### config.mk
export PLATFORM = sky130hd
export DESIGN_NAME = orxor_serial_seq_flat
export DESIGN_NICKNAME = d
export VERILOG_FILES = /design/src/rtl/orxor_serial_seq_if.sv /design/src/rtl/orxor_serial_seq.sv /design/src/flat_wrapper.sv
export SDC_FILE = /design/constraint.sdc
export NUM_CORES = 1
export LEC_CHECK = 0
export CAP_MARGIN = 25
export CORE_ASPECT_RATIO = 1.75
export CORE_UTILIZATION = 40
export DETAILED_ROUTE_END_ITERATION = 8
export PLACE_DENSITY = 0.66
export SLEW_MARGIN = 20
export SYNTH_ARGS = -nofsm -noshare
export SYNTH_HDL_FRONTEND = slang
export SYNTH_SLANG_ARGS = --single-unit
### constraint.sdc
create_clock -name clk -period 2.8 [get_ports clk]
set_input_delay 0.7 -clock clk [delete_from_list [all_inputs] [get_ports clk]]
set_output_delay 0.7 -clock clk [all_outputs]
set_load 0.005 [all_outputs]
### src/rtl/orxor_serial_seq_if.sv
// Request/result bundle for the bit-serial OR/XOR/ADD sequencer.
// in_valid/in_ready and out_valid/out_ready are strict valid/ready pairs: a transfer happens on the rising edge where both are high, and valid is held until it does.
interface orxor_serial_seq_if #(
   parameter int WIDTH = 8
);
   logic             in_valid;
   logic             in_ready;
   logic [1:0]       op;
   logic [WIDTH-1:0] a;
   logic [WIDTH-1:0] b;
   logic             out_valid;
   logic             out_ready;
   logic [WIDTH-1:0] q;
   logic             carry;
   logic             busy;

   modport master (
      output in_valid, op, a, b, out_ready,
      input  in_ready, out_valid, q, carry, busy
   );

   modport slave (
      input  in_valid, op, a, b, out_ready,
      output in_ready, out_valid, q, carry, busy
   );
endinterface

### src/rtl/orxor_serial_seq.sv
// Bit-serial logic/arith unit: one shared 1-bit OR/XOR cell walks the operands LSB first.
// ADD reuses the XOR cell with a carry flip-flop and majority logic.
module orxor_serial_seq #(
   parameter int WIDTH = 8,
   parameter int CNT_W = 4
) (
   input  logic                clk,
   input  logic                rst,
   orxor_serial_seq_if.slave   bus,
   output logic [1:0]          o_dbg_state
);

   typedef enum logic [1:0] {
      ST_IDLE = 2'd0,
      ST_RUN  = 2'd1,
      ST_DONE = 2'd2
   } state_t;

   localparam logic [1:0] OP_OR  = 2'b00;
   localparam logic [1:0] OP_XOR = 2'b01;
   localparam logic [1:0] OP_ADD = 2'b10;

   state_t           r_state;
   state_t           w_next;
   logic             w_in_ready;
   logic             w_out_valid;
   logic             w_busy;
   logic             w_accept;
   logic             w_last;

   logic [WIDTH-1:0] r_sa;
   logic [WIDTH-1:0] r_sb;
   logic [WIDTH-1:0] r_res;
   logic [1:0]       r_sop;
   logic [CNT_W-1:0] r_cnt;
   logic             r_cy;
   logic [WIDTH-1:0] r_q;
   logic             r_carry;

   logic             w_a0;
   logic             w_b0;
   logic             w_sel;
   logic             w_x;
   logic             w_r;
   logic             w_cy_next;
   logic [WIDTH-1:0] w_res_next;

   always_ff @(posedge clk) begin
      if (rst) begin
         r_state <= ST_IDLE;
      end else begin
         r_state <= w_next;
      end
   end

   always_comb begin
      w_next      = r_state;
      w_in_ready  = 1'b0;
      w_out_valid = 1'b0;
      w_busy      = 1'b0;
      case (r_state)
         ST_IDLE: begin
            w_in_ready = 1'b1;
            if (bus.in_valid) w_next = ST_RUN;
         end
         ST_RUN: begin
            w_busy = 1'b1;
            if (w_last) w_next = ST_DONE;
         end
         ST_DONE: begin
            w_busy      = 1'b1;
            w_out_valid = 1'b1;
            if (bus.out_ready) w_next = ST_IDLE;
         end
         default: w_next = ST_IDLE;
      endcase
   end

   assign w_accept = bus.in_valid && w_in_ready;
   assign w_last   = (r_state == ST_RUN) && (r_cnt == CNT_W'(WIDTH - 1));

   // The shared cell: select picks XOR for both XOR and ADD.
   assign w_a0  = r_sa[0];
   assign w_b0  = r_sb[0];
   assign w_sel = (r_sop == OP_XOR) || (r_sop == OP_ADD);
   assign w_x   = w_sel ? (w_a0 ^ w_b0) : (w_a0 | w_b0);

   always_comb begin
      w_r       = 1'b0;
      w_cy_next = 1'b0;
      case (r_sop)
         OP_OR:   w_r = w_x;
         OP_XOR:  w_r = w_x;
         OP_ADD: begin
            w_r       = w_x ^ r_cy;
            w_cy_next = (w_a0 & w_b0) | (r_cy & w_x);
         end
         default: begin
            w_r       = 1'b0;
            w_cy_next = 1'b0;
         end
      endcase
   end

   assign w_res_next = {w_r, r_res[WIDTH-1:1]};

   // q/carry are only written on the final RUN edge so they never show partial results.
   always_ff @(posedge clk) begin
      if (rst) begin
         r_sa    <= '0;
         r_sb    <= '0;
         r_res   <= '0;
         r_sop   <= '0;
         r_cnt   <= '0;
         r_cy    <= 1'b0;
         r_q     <= '0;
         r_carry <= 1'b0;
      end else if (w_accept) begin
         r_sa  <= bus.a;
         r_sb  <= bus.b;
         r_sop <= bus.op;
         r_res <= '0;
         r_cnt <= '0;
         r_cy  <= 1'b0;
      end else if (r_state == ST_RUN) begin
         r_sa  <= {1'b0, r_sa[WIDTH-1:1]};
         r_sb  <= {1'b0, r_sb[WIDTH-1:1]};
         r_res <= w_res_next;
         r_cnt <= r_cnt + CNT_W'(1);
         r_cy  <= w_cy_next;
         if (w_last) begin
            r_q     <= w_res_next;
            r_carry <= (r_sop == OP_ADD) ? w_cy_next : 1'b0;
         end
      end
   end

   assign bus.in_ready  = w_in_ready;
   assign bus.out_valid = w_out_valid;
   assign bus.busy      = w_busy;
   assign bus.q         = r_q;
   assign bus.carry     = r_carry;
   assign o_dbg_state   = r_state;

endmodule

### src/flat_wrapper.sv
// flat-port wrapper written by rule: the top's interface ports become plain ports
module orxor_serial_seq_flat 
#(
   parameter int WIDTH = 8,
   parameter int CNT_W = 4
)
  (clk, rst, o_dbg_state, bus_in_valid, bus_op, bus_a, bus_b, bus_out_ready, bus_in_ready, bus_out_valid, bus_q, bus_carry, bus_busy);
  orxor_serial_seq_if #(.WIDTH(WIDTH)) bus_i ();
  input  logic clk;
  input  logic rst;
  output logic [1:0] o_dbg_state;
  input wire logic [$bits(bus_i.in_valid)-1:0] bus_in_valid;
  input wire logic [$bits(bus_i.op)-1:0] bus_op;
  input wire logic [$bits(bus_i.a)-1:0] bus_a;
  input wire logic [$bits(bus_i.b)-1:0] bus_b;
  input wire logic [$bits(bus_i.out_ready)-1:0] bus_out_ready;
  output wire logic [$bits(bus_i.in_ready)-1:0] bus_in_ready;
  output wire logic [$bits(bus_i.out_valid)-1:0] bus_out_valid;
  output wire logic [$bits(bus_i.q)-1:0] bus_q;
  output wire logic [$bits(bus_i.carry)-1:0] bus_carry;
  output wire logic [$bits(bus_i.busy)-1:0] bus_busy;
  assign bus_i.in_valid = bus_in_valid;
  assign bus_i.op = bus_op;
  assign bus_i.a = bus_a;
  assign bus_i.b = bus_b;
  assign bus_i.out_ready = bus_out_ready;
  assign bus_in_ready = bus_i.in_ready;
  assign bus_out_valid = bus_i.out_valid;
  assign bus_q = bus_i.q;
  assign bus_carry = bus_i.carry;
  assign bus_busy = bus_i.busy;
  orxor_serial_seq #(.WIDTH(WIDTH), .CNT_W(CNT_W)) u_core (.clk(clk), .rst(rst), .bus(bus_i), .o_dbg_state(o_dbg_state));
endmodule
After elaboration in Yosys (flattened, before gate mapping)
Cells that the tools add are included.
{"block": "word_totals", "elab_cells": 51, "inputBits": 22, "register_bits": 42, "output_inout_bits": 14}
{"block": "op_classes", "n_bitwise": 7, "n_mux": 15, "reduce_logical": 11, "add_sub_neg": 1, "eq_ne": 8}
{"cell": "$mux 8", "count": 4}
{"cell": "$mux 1", "count": 6}
{"cell": "$mux 2", "count": 3}
{"cell": "$pmux 2 s3", "count": 1}
{"cell": "$reduce_and 3->1", "count": 2}
{"cell": "$reduce_or 2->1", "count": 3}
{"cell": "$add 4x1->4 const B", "count": 1}
{"cell": "$eq 2x1->1 const B", "count": 2}
{"cell": "$eq 2x2->1 const B", "count": 2}
{"cell": "$eq 4x3->1 const B", "count": 1}
{"cell": "$logic_not 2->1", "count": 2}
{"cell": "$ne 2x2->1 const B", "count": 2}
{"cell": "$and 1x1->1", "count": 2}
{"cell": "$logic_and 1x1->1", "count": 2}
{"cell": "$ne 2x1->1 const B", "count": 1}
{"cell": "$or 1x1->1", "count": 2}
{"cell": "$pmux 1 s2", "count": 1}
{"cell": "$reduce_bool 2->1", "count": 1}
{"cell": "$xor 1x1->1", "count": 2}
{"cell": "$logic_or 1x1->1", "count": 1}
{"cell": "$not 1->1", "count": 1}

Logic depth before layout (Yosys ltp)
Gate-level depths: netlist of run 1.
{"block": "depth", "word_depth": 7, "ltp_mapped": 8, "mapped_depth_nobuf": 8}

Worst setup path before layout of run 1
No wires, ideal clock.
{"block": "synth_timing", "path_kind": "reg2reg", "startpoint": "reg u_core.r_sop[0]", "endpoint": "reg u_core.r_q[7] (netlist: u_core.bus.q[7])", "synth_period_minus_slack_ns": 1.654, "arrival_time_ns": 1.558, "setup_ns": 0.096, "path_stages_with_launch": 9, "n_path_buf": 0, "setup_slack_ns": 1.146, "required_ns": 2.704, "path_cell_list": "dfxtp_1 -> inv_1 -> ha_1 -> nor2b_1 -> nor2_1 -> ha_1 -> nand3b_1 -> o41a_1 -> o41ai_2"}
{"block": "synth_via", "elab_chain_cells": 5, "word_cells_on_any_way": 8, "classes_between": "eq/ne: 2; mux: 2; bitwise: 1; reduce/logical: 3"}
{"item": "start: declaration", "line": "orxor_serial_seq.sv:34", "text": "logic [1:0] r_sop;"}
{"item": "start signal: assignment", "line": "orxor_serial_seq.sv:121", "text": "r_sop <= bus.op;"}
{"item": "$eq 2x1->1 / $eq 2x2->1 (equally long branches)", "line": "orxor_serial_seq.sv:85, orxor_serial_seq.sv:91"}
{"item": "$logic_or 1x1->1", "line": "orxor_serial_seq.sv:85", "text": "assign w_sel = (r_sop == OP_XOR) || (r_sop == OP_ADD);"}
{"item": "$mux 1", "line": "orxor_serial_seq.sv:86", "text": "assign w_x = w_sel ? (w_a0 ^ w_b0) : (w_a0 | w_b0);"}
{"item": "$xor 1x1->1", "line": "orxor_serial_seq.sv:95", "text": "w_r = w_x ^ r_cy;"}
{"item": "$pmux 1 s2 (*)", "line": "orxor_serial_seq.sv:91", "text": "case (r_sop)"}
{"item": "end signal: assignment", "line": "orxor_serial_seq.sv:132", "text": "r_q <= w_res_next;"}
{"item": "end: declaration", "line": "orxor_serial_seq.sv:37", "text": "logic [WIDTH-1:0] r_q;"}
Every way passes the cells marked *; elsewhere a longest branch is shown, timed or not.
A chain may end at the register's enable or synchronous reset.

Worst setup path after layout of run 1
{"block": "layout_timing", "startpoint": "reg u_core.r_state[1] (netlist: u_core.o_dbg_state[1])", "endpoint": "out bus_in_ready"}
{"block": "layout_via", "elab_chain_cells": 2}
{"item": "start: declaration", "line": "orxor_serial_seq.sv:23", "text": "state_t r_state;"}
{"item": "start signal: assignment", "line": "orxor_serial_seq.sv:52", "text": "r_state <= w_next;"}
{"item": "$logic_not 2->1", "line": "orxor_serial_seq.sv:61", "text": "case (r_state)"}
{"item": "$mux 1", "line": "orxor_serial_seq.sv:61"}
{"item": "end: declaration", "line": "flat_wrapper.sv:17", "text": "output wire logic [$bits(bus_i.in_ready)-1:0] bus_in_ready;"}
No other way between the ends.

==> flow_summary.json, run 1 <==
{
  "fin_crit_ns": 2.319,
  "dpl.hpwl_mm": 2.890,
  "cp_slowest_cell": "clkdlybuf4s50_1",
  "wl_mm": 3.929,
  "grt_max_degree": 28,
  "placed_cell_area_mm2": 0.002307,
  "setup_viol": 0,
  "cts_root_buffer": "clkbuf_8",
  "cp_max_fo": 7,
  "fin_util": 0.5232,
  "crit_type": "reg -> out",
  "postCtsSetupRepairBufs": 0,
  "core_mm2": 0.004666,
  "max_freq_ghz": 0.4313,
  "wire_per_inst_um": 13.50,
  "synth_nets": 238,
  "ctsHoldBuffers": 0,
  "grt_use_total": 0.1841,
  "layout_setup_ws_ns": 0.4813,
  "synth_area_per_cell_um2": 9.455,
  "p_comb_frac": 0.286,
  "hold_class": "reg -> reg",
  "outcome": "completed",
  "swShare": 0.2968,
  "antenna_left": 0,
  "final_nets": 273,
  "die_h_um": 93.64,
  "final_common_cell": "dfxtp_1",
  "io_pins": 36,
  "final_cells": 291,
  "drc": 0,
  "rows": 33,
  "synth-seq-cells": 41,
  "cellPowerDensity_mw_per_mm2": 713.3,
  "die_x_um": 54.37,
  "viasPerCell": 5.289,
  "cp-end-kind": "primary output",
  "crit_path_max_incr_delay_ns": 0.55,
  "cts_buffer_depth": 2,
  "die_area_mm2": 0.005090,
  "worstPathArrival_ns": 1.62,
  "drive_gt1_frac": 0.06276,
  "cp.required_ns": 2.10,
  "crit_chain": "inv_1 -> ha_1 -> clkdlybuf4s50_1",
  "clkSinkCount": 41,
  "synth_ff_type": "dfxtp_1",
  "period_share": 0.8281,
  "synth.distinct_cells": 30,
  "leakage_nw": 0.9465,
  "worstMarginPinSlew_ns": 0.4184,
  "fin_worst_skew_ns": 0.002470,
  "synth.largest_area_cell": "dfxtp_1",
  "cts_tree": "yes",
  "grt_pass1_vias": 1486,
  "slew_headroom": 0.7204,
  "worstSkewPairLatency_ns": 0.29,
  "htree_levels": 2,
  "fillers": 438,
  "place_ws_ns": 0.7908,
  "dr_total_vias": 1539,
  "yosys-top-cells-area": "dfxtp_1 (43%), mux2i_1 (12%), ha_1 (8.5%)",
  "peakVddDrop_uv": 516.7,
  "cts.reportedPaths.clkPinSlew_ns": 0.08,
  "syn_area_mm2": 0.001919,
  "grt_first_pass_wirelength_mm": 6.748,
  "postSynth.asyncResetShare": 0,
  "area_delta_synth_final_pct": 27.18,
  "io_buffers": 35,
  "start_util": 0.4114,
  "drv_slew": 0,
  "gr-total-overflow": 0,
  "cts_buffers": 5,
  "seq_power_share": 0.394,
  "drt_pass1_iterations": 4,
  "r2r_slack_ns": 0.93,
  "drt-initial-drc-count": 29,
  "yosysTopAreaCellShare": 0.4276,
  "final_cell_mix": "dfxtp_1 (41), clkdlybuf4s50_1 (35), nor2_1 (27)",
  "cell_internal_pwr_mw": 1.224,
  "clkPwrFrac": 0.320,
  "antenna_cells": 0,
  "final_cell_area_mm2": 0.002441,
  "placed_cells": 283,
  "rsz0062_at_grt": "false",
  "gp_congestion": 0.8226,
  "synth_seq_area_share": 0.4276,
  "post_cts_resize_count": 0,
  "yosys_warnings": 0,
  "critPathLaunchType": "register",
  "cap_violations": 0,
  "switchingPower_mw": 0.5168,
  "antenna_found_initial": 0,
  "synth_edf_count": 0,
  "hold_violations": 0,
  "fin_tns_setup_ns": 0,
  "netlist_instances": 203
}
cells in the mapped netlist, drive strengths merged, types with 2 or more instances:
library cell  instances
dfxtp                41
buf                   9
xor2                  2
o21ai                 8
clkbuf                3
nand2                 7
ha                   13
nand3b                2
mux2i                23
nor2b                 5
a211oi               15
inv                   9
nand3                14
a21oi                13
nor2                 27
critical path, delay by kind of cell (launching register included):
kind                     cells  cell delay, ns
buffers and inverters        2            0.69
flip-flops                   1            0.33
adder cells (fa/ha/maj)      1            0.31
registers in the layout (all words and copies together), names as in the netlist:
| signal | count |
|---|---|
| u_core.r_sb | 8 |
| u_core.o_dbg_state | 2 |
| u_core.bus.carry | 1 |
| u_core.r_sop | 2 |
| u_core.r_cnt | 4 |
| u_core.bus.q | 8 |
| u_core.r_sa | 8 |
| u_core.r_res | 7 |
| u_core.r_cy | 1 |
metrics by stage:
stage                     hold slack, ns  power, mW
after floorplan                   0.4431      1.052
after global placement            0.4640      1.190
after detailed placement          0.4718      1.196
after CTS                         0.4833      1.759
after global routing              0.5172      1.843
final                             0.4777      1.741
worst paths after layout:
| path | from | to | depth (start not counted) |
|---|---|---|---|
| worst max-delay path | u_core.o_dbg_state[1]$_SDFFE_PP0P_ | bus_in_ready | 3 |
| worst min-delay path | u_core.bus.q[1]$_SDFFE_PP0P_ | u_core.bus.q[1]$_SDFFE_PP0P_ | 2 |
| worst max register to register | u_core.r_sop[0]$_SDFFE_PP0P_ | u_core.bus.q[7]$_SDFFE_PP0P_ | 8 |
| worst min register to register | u_core.bus.q[1]$_SDFFE_PP0P_ | u_core.bus.q[1]$_SDFFE_PP0P_ | 2 |
power groups by stage:
stage          combinational (mW)  sequential (mW)  clock [mW]
6_report                    0.497            0.686       0.558
5_1_grt                     0.549            0.694       0.600
4_1_cts                     0.501            0.687       0.572
3_5_place_dp                0.496            0.700           0
3_3_place_gp                0.493            0.697           0
2_1_floorplan               0.365            0.688           0
area by class of cell:
cell class / instances / area [um^2] / area share
multi-input cells: 141 / 999.7 / 0.4095
well taps: 52 / 65.06 / 0.02665
clock inverters: 3 / 65.06 / 0.02665
repair buffers: 40 / 387.9 / 0.1589
flip-flops and latches: 41 / 820.8 / 0.3362
inverters: 9 / 33.78 / 0.01384
clock buffers: 5 / 68.82 / 0.02819
layer usage:
layer | vias to the layer above | GRT usage | share of wire
met5 | - | 0 | 0
met4 | 0 | 0.07692 | 0.030
met3 | 12 | 0.04390 | 0.034
met2 | 35 | 0.3161 | 0.53
met1 | 706 | 0.2053 | 0.40
li1 | 786 | - | -
cells by family after synthesis:
family          synth area share
flops                     0.4276
xor+xnor                 0.01369
fa+ha+maj                0.08475
mux                       0.1199
compound gates            0.1493
buf+inv                  0.05150
simple gates              0.1532
No activity file was read; power rests on OpenSTA's default activity.
==> run 2: changes to the inputs <==
PLACE_DENSITY = 0.68   (was 0.66)
clock period = 1.9 ns   (was 2.8 ns; I/O delays follow)
==> run 2 against run 1 <==
Effect of this change: global-route usage shrank 0.44 points; utilization up 1.3 points; via count grew 2.1%; combinational power increased by 61%; clock power grew 29%; largest cell class unchanged.
==> flow_summary.json, run 2 (synthesis gave the netlist of run 1 again) <==
{
  "core_mm2": 0.004666,
  "fin_worst_skew_ns": 0.003426,
  "grt_use_total": 0.1797,
  "final_nets": 280,
  "slew_headroom": 0.7193,
  "gp_congestion": 0.7667,
  "grt_pass1_vias": 1579,
  "power_mw": 2.525,
  "regArea_um2": 825.8,
  "viasPerCell": 5.272,
  "critPathLaunchType": "register",
  "ctsHoldBuffers": 0,
  "fillers": 426,
  "wl_mm": 3.794,
  "cap_violations": 0,
  "worstPathArrival_ns": 1.37,
  "grt_first_pass_wirelength_mm": 6.706,
  "startpoint": "u_core.o_dbg_state[1]$_SDFFE_PP0P_",
  "peakVddDrop_uv": 725.1,
  "rr_endpoint": "u_core.bus.q[7]$_SDFFE_PP0P_",
  "antenna_found_initial": 0,
  "multi_input_area_mm2": 0.001017,
  "worstMarginPinSlew_ns": 0.4200,
  "hold_path.startpoint": "u_core.r_res[1]$_SDFFE_PP0P_",
  "cts_tree": "yes",
  "clkSinkCount": 41,
  "antenna_cells": 0,
  "area_delta_synth_final_pct": 30.38,
  "period_share": 0.9685,
  "hold_violations": 0,
  "cp.required_ns": 1.42,
  "cts_buffers": 5,
  "outcome": "completed",
  "setup_viol": 0,
  "gr-total-overflow": 0,
  "crit_type": "reg -> out",
  "cellPowerDensity_mw_per_mm2": 1009,
  "cts.reportedPaths.clkPinSlew_ns": 0.07,
  "final_common_cell": "dfxtp_1",
  "htree_levels": 2,
  "reg2reg_from": "u_core.r_sop[0]$_SDFFE_PP0P_",
  "cp-end-kind": "primary output",
  "drt_pass1_iterations": 4,
  "fin_tns_setup_ns": 0,
  "dr_total_vias": 1571,
  "io_pins": 36,
  "cts_buffer_depth": 2,
  "start_util": 0.4114,
  "hold_slack_ns": 0.4709,
  "drive_gt1_frac": 0.1220,
  "fin_crit_ns": 1.840,
  "reg2reg_depth": 8,
  "die_x_um": 54.37,
  "final_cell_mix": "dfxtp_1 (37), clkdlybuf4s50_1 (33), nor2_1 (27)",
  "worstSetupEndpoint": "bus_in_ready",
  "io_buffers": 35,
  "worstSkewPairLatency_ns": 0.29,
  "die_h_um": 93.64,
  "rsz0062_at_grt": "false",
  "max_freq_ghz": 0.5434,
  "drt-initial-drc-count": 21,
  "drv_slew": 0,
  "leakage_nw": 0.9997,
  "cp_max_fo": 5,
  "dpl.hpwl_mm": 2.861,
  "cts_root_buffer": "clkbuf_8",
  "r2r_slack_ns": 0.14,
  "rows": 33,
  "drc": 0,
  "wire_per_inst_um": 12.73,
  "die_area_mm2": 0.005090,
  "antenna_left": 0,
  "grt_max_degree": 23,
  "hold_class": "reg -> reg"
}
-- run 2: layout make-up --
class                           count  share of cell area
Inverter                            9             0.01450
Clock inverter                      1             0.01200
Multi-Input combinational cell    141              0.4065
Sequential cell                    41              0.3300
Clock buffer                        7             0.03450
Timing Repair Buffer               47              0.1765
Tap cell                           52             0.02600
-- run 2: where the power goes --
part | switching [mW] | total [mW] | internal, mW
sequential | 0.0530 | 1.00 | 0.951
combinational | 0.412 | 0.799 | 0.387
clock | 0.293 | 0.721 | 0.428
-- run 2: worst max-delay path: stages (launching register included) --
cell,delay [ns]
dfxtp_2,0.34
inv_4,0.08
ha_4,0.16
clkdlybuf4s50_1,0.50
-- run 2: per-layer routing --
layer  routed length (um)  share of wire  GRT usage  up-vias
met3                  141          0.037    0.04390       10
met4                  102          0.027    0.08120        0
met5                    0              0          0        -
li1                     -              -          -      798
met1                 1506           0.40     0.1903      725
met2                 2044           0.54     0.3150       38
-- run 2: what timing repair did --
| action | 4_1_cts | 5_1_grt |
|---|---|---|
| resized for setup | 7 | 6 |
| buffers inserted | 1 | 1 |
| endpoints found under the hold margin | 0 | 0 |
| pin swaps | 0 | 1 |
| endpoints found under the setup margin | 2 | 3 |
-- run 2: worst min path at each step --
| stage | end | slack (ns) | cells after the start |
|---|---|---|---|
| floorplan | u_core.bus.q[0]$_SDFFE_PP0P_ | 0.44 | 2 |
| global placement | u_core.bus.q[0]$_SDFFE_PP0P_ | 0.46 | 2 |
| global route | u_core.r_sop[1]$_SDFFE_PP0P_ | 0.49 | 2 |
| detailed placement | u_core.bus.q[0]$_SDFFE_PP0P_ | 0.46 | 2 |
| finish | u_core.bus.q[0]$_SDFFE_PP0P_ | 0.47 | 2 |
| CTS | u_core.bus.q[0]$_SDFFE_PP0P_ | 0.48 | 2 |
-- run 2: through the flow --
stage / instances / setup slack [ns] / area, um^2 / util
floorplan: 203 / 0.2461 / 1919 / -
global placement: 288 / 0.07961 / 2345 / 0.5025
detailed placement: 288 / 0.06502 / 2345 / 0.5025
CTS: 297 / 0.002252 / 2482 / 0.5320
global route: 298 / 0.01565 / 2502 / 0.5363
finish: 298 / 0.05985 / 2502 / 0.5363
==> run 3: changes to the inputs <==
PLACE_DENSITY = 0.66   (was 0.68)
==> run 3 against run 2 <==
Effect of this change: die area did not move; critical path depth is the same; hold slack got worse by 0.0036 ns; sequential power about the same; utilization is 0.62 points higher; non-clock buffer count rose by 1; count of clock-buffer cells in the layout is the same; total power grew 0.78%; combinational power grew 2%; clock power is essentially flat; first-iteration DRC count fell by 4.8%; critical path type unchanged; highest routed layer unchanged.
==> flow_summary.json, run 3 (synthesis gave the netlist of run 1 again) <==
{
  "grt_max_degree": 19,
  "hold_path.startpoint": "u_core.r_res[1]$_SDFFE_PP0P_",
  "fin_worst_skew_ns": 0.003278,
  "antenna_cells": 0,
  "wl_mm": 3.940,
  "power_mw": 2.545,
  "rr_endpoint": "u_core.r_res[7]$_SDFFE_PP0P_",
  "cellPowerDensity_mw_per_mm2": 1005,
  "die_area_mm2": 0.005090,
  "cp_max_fo": 5,
  "worstSkewPairLatency_ns": 0.29,
  "die_x_um": 54.37,
  "dr_total_vias": 1566,
  "final_common_cell": "dfxtp_1",
  "period_share": 0.9737,
  "fin_tns_setup_ns": 0,
  "slew_headroom": 0.7779,
  "drive_gt1_frac": 0.1377,
  "antenna_left": 0,
  "leakage_nw": 1.005,
  "start_util": 0.4114,
  "setup_viol": 0,
  "clkSinkCount": 41,
  "rows": 33,
  "rsz0062_at_grt": "false",
  "gp_congestion": 0.7524,
  "drt_pass1_iterations": 4,
  "cts_root_buffer": "clkbuf_8",
  "htree_levels": 2,
  "dpl.hpwl_mm": 2.940,
  "min_path_cells": 2,
  "area_delta_synth_final_pct": 31.88,
  "wire_per_inst_um": 13.18,
  "grt_first_pass_wirelength_mm": 6.879,
  "r2r_slack_ns": 0.15,
  "drc": 0,
  "antenna_found_initial": 0,
  "io_buffers": 35,
  "worstPathArrival_ns": 1.38,
  "drt-initial-drc-count": 20,
  "cts_buffer_depth": 2,
  "core_mm2": 0.004666,
  "cts_buffers": 5,
  "drv_slew": 0,
  "grt_pass1_vias": 1504,
  "reg2reg_depth": 5,
  "reg2reg_from": "u_core.o_dbg_state[0]$_SDFFE_PP0P_",
  "die_h_um": 93.64,
  "cts_tree": "yes",
  "holdPathEnd": "u_core.bus.q[0]$_SDFFE_PP0P_",
  "cap_violations": 0,
  "hold_violations": 0,
  "hold_class": "reg -> reg",
  "fin_crit_ns": 1.850,
  "final_nets": 281,
  "critPathLaunchType": "register",
  "cp-end-kind": "primary output",
  "cts.reportedPaths.clkPinSlew_ns": 0.08,
  "final_cell_mix": "dfxtp_1 (36), clkdlybuf4s50_1 (33), nor2_1 (27)",
  "peakVddDrop_uv": 586.0,
  "cp.required_ns": 1.42,
  "crit_type": "reg -> out",
  "outcome": "completed",
  "viasPerCell": 5.237,
  "max_freq_ghz": 0.5405,
  "gr-total-overflow": 0,
  "io_pins": 36,
  "worstMarginPinSlew_ns": 0.3332,
  "grt_use_total": 0.1849
}
[run 3: changes by cell type in the layout (fill, tap and decap cells not counted)]
cell     change
buf_4        +1
nor2b_4      +1
dfxtp_1      -1
dfxtp_2      +1
ha_2         +1
nor2b_2      -1
ha_1         -2
ha_4         +1
[run 3: layer usage]
layer	wire, um	vias to the layer above	share of wire	track usage
li1	-	801	-	-
met1	1572	716	0.40	0.1986
met2	2175	42	0.55	0.3323
met3	122	7	0.031	0.03740
met4	69	0	0.018	0.07051
met5	0	-	0	0
[run 3: how the worst max path moves through the flow]
stage	start	endpoint	slack (ns)	cells past startpoint
after floorplan	u_core.r_sop[0]$_SDFFE_PP0P_	u_core.bus.q[7]$_SDFFE_PP0P_	0.25	8
final	u_core.o_dbg_state[1]$_SDFFE_PP0P_	bus_in_ready	0.05	3
after detailed placement	u_core.r_sop[0]$_SDFFE_PP0P_	u_core.bus.q[7]$_SDFFE_PP0P_	0.03	8
after global routing	u_core.o_dbg_state[1]$_SDFFE_PP0P_	bus_in_ready	0.004	3
after CTS	u_core.r_sop[0]$_SDFFE_PP0P_	u_core.bus.q[7]$_SDFFE_PP0P_	0.005	8
after global placement	u_core.r_sop[0]$_SDFFE_PP0P_	u_core.bus.q[7]$_SDFFE_PP0P_	0.09	8
[run 3: power breakdown]
part / switching [mW] / internal [mW]
logic: 0.425 / 0.391
registers: 0.0573 / 0.953
clock network: 0.291 / 0.428
total: 0.773 / 1.77
[run 3: through the flow]
step	setup slack, ns	cells	instance area, um^2	utilization	hold slack, ns
after detailed placement	0.03434	289	2352	0.5042	0.4541
after CTS	0.005230	299	2497	0.5353	0.4657
after global placement	0.08573	289	2352	0.5042	0.4528
after floorplan	0.2461	203	1919	-	0.4431
after global routing	0.003562	299	2531	0.5425	0.4961
final	0.04989	299	2531	0.5425	0.4673
[run 3: worst max-delay path: stages, from the launching register on]
cell,delay (ns)
dfxtp_2,0.33
inv_2,0.11
ha_4,0.15
clkdlybuf4s50_1,0.49
[run 3: cell type report]
class,count,area [um^2]
Clock buffer,7,86.33
Clock inverter,1,30.03
Fill cell,422,2135
Inverter,9,36.28
Multi-Input combinational cell,141,1037
Sequential cell,41,827.0
Tap cell,52,65.06
Timing Repair Buffer,48,449.2
[run 3: repair_timing]
action	CTS	global route
endpoints found under the setup margin	3	2
resized for setup	7	10
setup buffers	2	0
hold buffers	0	0
pin swaps	0	1
